$ cat src/rtl/hazard_pkg.sv
// rtl/hazard_pkg.sv - shared types for the RV32I hazard/forwarding controller
package hazard_pkg;

  // Descriptor rd width; the controller's RA_W must equal this.
  localparam int DESC_RA_W = 5;
  localparam logic [DESC_RA_W-1:0] NO_REG = '0;

  typedef struct packed {
    logic [DESC_RA_W-1:0] rd;
    logic                 we;
    logic                 ld;
  } desc_t;

  localparam desc_t DESC_NONE = '{rd: NO_REG, we: 1'b0, ld: 1'b0};

  typedef enum logic [1:0] {
    RUN,
    LSTALL,
    FLUSH
  } state_t;

  typedef struct packed {
    logic ee;
    logic ese;
    logic me;
  } fwd_sel_t;

endpackage

$ cat src/rtl/fwd_match.sv
// rtl/fwd_match.sv - one source operand against the EX and MEM producer descriptors
module fwd_match
  import hazard_pkg::*;
(
  input  logic [DESC_RA_W-1:0] src_i,
  input  logic                 use_i,
  input  desc_t                ex_i,
  input  desc_t                mem_i,
  output fwd_sel_t             sel_o
);

  logic hit_ex;
  logic hit_mem;

  assign hit_ex  = use_i && (src_i != NO_REG) && ex_i.we  && (ex_i.rd  == src_i);
  assign hit_mem = use_i && (src_i != NO_REG) && mem_i.we && (mem_i.rd == src_i);

  // A load hitting in EX still shadows older producers; the stall resolves it later via me.
  assign sel_o.ee  = hit_ex && !ex_i.ld;
  assign sel_o.ese = !hit_ex && hit_mem && !mem_i.ld;
  assign sel_o.me  = !hit_ex && hit_mem && mem_i.ld;

endmodule

$ cat src/rtl/hazard_forward_ctrl.sv
// rtl/hazard_forward_ctrl.sv - forward selects, load-use stall and redirect flush; HAZARD_PERF_CNT_EN adds perf counters
module hazard_forward_ctrl
  import hazard_pkg::*;
#(
  parameter int RA_W         = 5,
  parameter int FLUSH_CYCLES = 2
`ifdef HAZARD_PERF_CNT_EN
  ,
  parameter int CNT_W        = 32
`endif
) (
  input  logic            clk,
  input  logic            rst,
  input  logic [RA_W-1:0] id_rs1,
  input  logic [RA_W-1:0] id_rs2,
  input  logic            id_use_rs1,
  input  logic            id_use_rs2,
  input  logic [RA_W-1:0] id_rd,
  input  logic            id_we,
  input  logic            id_ld,
  input  logic            ex_redirect,
  input  logic            mem_stall,
  output logic            ee_fwd1,
  output logic            ee_fwd2,
  output logic            ese_fwd1,
  output logic            ese_fwd2,
  output logic            me_fwd1,
  output logic            me_fwd2,
  output logic            stall_if,
  output logic            bubble_ex,
  output logic            flush_id,
  output logic            busy
`ifdef HAZARD_PERF_CNT_EN
  ,
  output logic [CNT_W-1:0] stall_cnt,
  output logic [CNT_W-1:0] flush_cnt
`endif
);

  desc_t    ex_q, m_q, id_desc;
  state_t   state_q, state_d;
  logic [1:0] cnt_q, cnt_d;
  fwd_sel_t fwd1_q, fwd2_q, sel1, sel2;
  logic     load_use;

  assign id_desc = '{rd: id_rd, we: id_we, ld: id_ld};

  fwd_match u_match1 (
    .src_i (id_rs1),
    .use_i (id_use_rs1),
    .ex_i  (ex_q),
    .mem_i (m_q),
    .sel_o (sel1)
  );

  fwd_match u_match2 (
    .src_i (id_rs2),
    .use_i (id_use_rs2),
    .ex_i  (ex_q),
    .mem_i (m_q),
    .sel_o (sel2)
  );

  assign load_use = ex_q.ld && ex_q.we && (ex_q.rd != NO_REG) &&
                    ((id_use_rs1 && (id_rs1 == ex_q.rd)) ||
                     (id_use_rs2 && (id_rs2 == ex_q.rd)));

  // The detecting RUN cycle supplies the first bubble itself, so FLUSH only covers the rest.
  always_comb begin
    state_d   = state_q;
    cnt_d     = cnt_q;
    stall_if  = 1'b0;
    bubble_ex = 1'b0;
    flush_id  = 1'b0;
    if (mem_stall) begin
      stall_if = 1'b1;
    end else begin
      case (state_q)
        RUN: begin
          if (ex_redirect) begin
            flush_id  = 1'b1;
            bubble_ex = 1'b1;
            cnt_d     = 2'(FLUSH_CYCLES - 1);
            state_d   = (FLUSH_CYCLES > 1) ? FLUSH : RUN;
          end else if (load_use) begin
            stall_if  = 1'b1;
            bubble_ex = 1'b1;
            state_d   = LSTALL;
          end
        end
        LSTALL: state_d = RUN;
        FLUSH: begin
          flush_id  = 1'b1;
          bubble_ex = 1'b1;
          cnt_d     = cnt_q - 2'd1;
          if (cnt_d == 2'd0) state_d = RUN;
        end
        default: state_d = RUN;
      endcase
    end
  end

  always_ff @(posedge clk) begin
    if (!rst) begin
      ex_q    <= DESC_NONE;
      m_q     <= DESC_NONE;
      state_q <= RUN;
      cnt_q   <= 2'd0;
      fwd1_q  <= '0;
      fwd2_q  <= '0;
    end else if (!mem_stall) begin
      m_q     <= ex_q;
      ex_q    <= bubble_ex ? DESC_NONE : id_desc;
      fwd1_q  <= bubble_ex ? '0 : sel1;
      fwd2_q  <= bubble_ex ? '0 : sel2;
      state_q <= state_d;
      cnt_q   <= cnt_d;
    end
  end

  assign ee_fwd1  = fwd1_q.ee;
  assign ese_fwd1 = fwd1_q.ese;
  assign me_fwd1  = fwd1_q.me;
  assign ee_fwd2  = fwd2_q.ee;
  assign ese_fwd2 = fwd2_q.ese;
  assign me_fwd2  = fwd2_q.me;
  assign busy     = (state_q != RUN);

`ifdef HAZARD_PERF_CNT_EN
  logic [CNT_W-1:0] stall_cnt_q, flush_cnt_q;

  always_ff @(posedge clk) begin
    if (!rst) begin
      stall_cnt_q <= '0;
      flush_cnt_q <= '0;
    end else begin
      if ((state_q == LSTALL) && !(&stall_cnt_q)) stall_cnt_q <= stall_cnt_q + 1'b1;
      if (!mem_stall && (state_q == RUN) && ex_redirect && !(&flush_cnt_q))
        flush_cnt_q <= flush_cnt_q + 1'b1;
    end
  end

  assign stall_cnt = stall_cnt_q;
  assign flush_cnt = flush_cnt_q;
`endif

endmodule
$ cat config.mk
export PLATFORM = sky130hd
export DESIGN_NAME = hazard_forward_ctrl
export DESIGN_NICKNAME = d
export VERILOG_FILES = /design/src/rtl/hazard_pkg.sv /design/src/rtl/fwd_match.sv /design/src/rtl/hazard_forward_ctrl.sv
export SDC_FILE = /design/constraint.sdc
export NUM_CORES = 1
export LEC_CHECK = 0
export ABC_CLOCK_PERIOD_IN_PS = 2550
export CORE_ASPECT_RATIO = 0.8
export CORE_MARGIN = 1
export CORE_UTILIZATION = 33
export DETAILED_ROUTE_END_ITERATION = 7
export GPL_TIMING_DRIVEN = 1
export HOLD_SLACK_MARGIN = 0.06
export PLACE_DENSITY_LB_ADDON = 0.08
export SETUP_SLACK_MARGIN = 0.5
export SKIP_LAST_GASP = 1
export SLEW_MARGIN = 5
export SYNTH_ARGS = -nofsm -noshare
export SYNTH_HDL_FRONTEND = slang
export SYNTH_SLANG_ARGS = --single-unit
export TNS_END_PERCENT = 20
$ cat constraint.sdc
create_clock -name clk -period 2.55 [get_ports clk]
set_input_delay 0.255 -clock clk [delete_from_list [all_inputs] [get_ports clk]]
set_output_delay 0.255 -clock clk [all_outputs]
set_load 0.05 [all_outputs]
==> results.yml <==
synth:
  yosys_warnings: 0
  syn_inst: 125
  ys_ff_latch: 24
  netlist_top_cells_area: "dfxtp_1, xor2_1, mux2i_1"
  synth_fp_nets: 149
  netlist.area_leader.share_pct: 38.1
  async_flop_share_pct: 0
  seq_area_frac_synth_pct: 38.1
  avgSynthCellArea_sq_um: 10.1
  synth_edf_count: 0
  syn_area_sq_um: 1260
  ys.flop_type: "dfxtp_1"
  yosysUniqueCellTypes: 39
  synth_top_cell_by_area: "dfxtp_1"
cells_and_area:
  syn2layout_area_growth_pct: 43.2
  final_cell_mix: "dfxtp_1, clkdlybuf4s50_1, xor2_1"
  antenna_cells: 0
  fin_nets: 191
  drive_above_1_share_pct: 20.5
timing:
  grt_setup_unrepaired: "yes"
  slew_headroom_pct: 66.6
  worst_clock_skew_ns: 0.00473
  worst_slack_ns: 0.522
  final-max-slew-violation-count: 0
  hold_viol: 0
  setup_violations: 0
  fmax_ghz: 0.493
  holdWs_ns: 0.471
  max_slew.worst_pin.slew_ns: 0.497
  period_share_pct: 79.5
  tns_ns: 0
  period_needed_ns: 2.03
pwr:
  p_leak_nw: 0.767
  vdd_drop_max_mv: 0.395
  powerDensity_nw_per_um2: 501
min_path:
  hp-start: "ese_fwd2"
  hold_path_class: "reg -> reg"
  hold-path-endpoint: "ese_fwd2"
  hold_path_depth: 1
floorplan:
  start_util_pct: 35.6
  die_x_um: 71.2
  coreArea_sq_um: 3540
  die-area_sq_um: 4080
  rows: 19
  boundaryPins: 33
  die_y_um: 57.3
setup_path:
  r2r_start: "ex_q[4]"
  critPathKind: "reg -> out"
  critPathLaunchType: "flip-flop"
  cpPeakStageDelay_ns: 0.38
  reg2reg_to: "me_fwd2"
  critPathCaptureType: "output pin"
  crit_slowest_cell: "dfxtp_4"
  reg2reg_depth: 6
  crit_chain: "xor2_1 -> nor3_2 -> a32o_2 -> nand2_4 -> o31ai_4 -> buf_12"
  r2r_setup_slack_ns: 0.69
  cp.arrival_ns: 1.77
  cp.required_ns: 2.30
  crit_fanout: 5
cts:
  htreeDepth: 1
  cts_buffers: 3
  cts_max_path_buffers: 2
  clk_pin_slew_worst_paths_ns: 0.09
  cts_root_buf: "clkbuf_8"
  cts_tree: "built"
  clk_latency_ns: 0.27
  clock-sinks: 24
placement:
  dpl_worst_slack_ns: 0.236
  gp_congestion: 0.860
  numPortBuffers: 32
  dpl.hpwl_um: 2370
run_status:
  outcome: "completed"
global_route:
  antenna_found_initial: 0
  grt_max_degree: 15
  grt_pass1_vias: 1010
  grt_use_total_pct: 16.5
  overflow: 0
  grt_first_pass_wirelength_um: 5110
detailed_routing:
  vias: 1107
  wl_per_cell_um: 15.7
  drtIter0Drc: 67
  dr.pass1.iters: 6
  drtAntennaViolNets: 0
  drt-total-wl_um: 3260
  drcViolationCount: 0
  vias_per_cell: 5.32
job:
  cap_violations: 0
## worst max path at each step
stage,start,to,slack (ns),depth (start not counted)
2_1_floorplan,ex_q[5],bubble_ex,0.10,5
3_3_place_gp,id_rs2[3],bubble_ex,0.28,7
3_5_place_dp,id_rs2[3],bubble_ex,0.24,7
4_1_cts,ex_q[6],stall_if,0.44,6
5_1_grt,ex_q[5],stall_if,0.42,6
6_report,ex_q[5],stall_if,0.52,6
## synth_stat cells, types with 3 or more instances
| cell type | number |
|---|---|
| a22o_1 | 7 |
| a32o_1 | 4 |
| a32o_2 | 3 |
| dfxtp_1 | 24 |
| inv_1 | 4 |
| mux2i_1 | 7 |
| nand2_1 | 3 |
| nor2_1 | 4 |
| nor2b_1 | 8 |
| nor3_1 | 3 |
| xor2_1 | 18 |
## worst max-delay path, delay by kind of cell, from the launching register on
family	cells	cell delay [ns]
xor+xnor	1	0.17
simple gates	2	0.29
buf+inv	1	0.17
flops	1	0.38
compound gates	2	0.49
## flip-flops by register name (all words and copies together) (netlist names)
name and flops:
cnt_q 2, m_q 7, state_q 2, ee_fwd1 1, me_fwd2 1, ese_fwd2 1
ex_q 7, ee_fwd2 1, me_fwd1 1, ese_fwd1 1
## cells by family after synthesis
| group | after synthesis | share of synthesized area [%] |
|---|---|---|
| AOI/OAI and AO/OA | 28 | 20.4 |
| xor gates and xnor gates | 20 | 13.9 |
| adders and majority gates | 1 | 0.991 |
| buffers and inverters | 8 | 2.97 |
| DFF | 24 | 38.1 |
| muxes | 7 | 5.55 |
| and+or+nand+nor | 37 | 18.1 |
## metal layers
| layer | vias up | global-route usage (%) | routed length [um] |
|---|---|---|---|
| met3 | 2 | 4.95 | 173 |
| met2 | 34 | 25.0 | 1450 |
| met4 | 0 | 2.57 | 16 |
| met1 | 527 | 23.5 | 1620 |
| li1 | 544 | - | - |
| met5 | - | 0 | 0 |
## metrics by stage
stage	instance area (sq um)	power [mW]	util, %	instances
global route	1810	0.945	51.0	208
global placement	1660	0.566	46.9	197
floorplan	1270	0.490	-	125
detailed placement	1660	0.569	46.9	197
finish	1810	0.906	51.0	208
CTS	1790	0.909	50.4	206
## layout make-up
cell class	instances	area (sq um)
well taps	42	52.6
clock buffers	3	41.3
repair buffers	41	407
fillers	334	1730
clock inverters	1	30.0
flip-flops and latches	24	490
inverters	4	15.0
multi-input cells	93	772
## power by group
| group | total, mW | internal (mW) | switching (mW) |
|---|---|---|---|
| Clock | 0.339 | 0.210 | 0.129 |
| Sequential | 0.399 | 0.384 | 0.0150 |
| Combinational | 0.168 | 0.0851 | 0.0828 |
## timing repair
action	CTS	global route
endpoints found under the setup margin	2	2
cloned	0	0
buffers inserted	5	2
hold buffers	0	0
pin swaps	6	3
gates resized for setup	19	2
No activity file was read; power rests on OpenSTA's default activity.
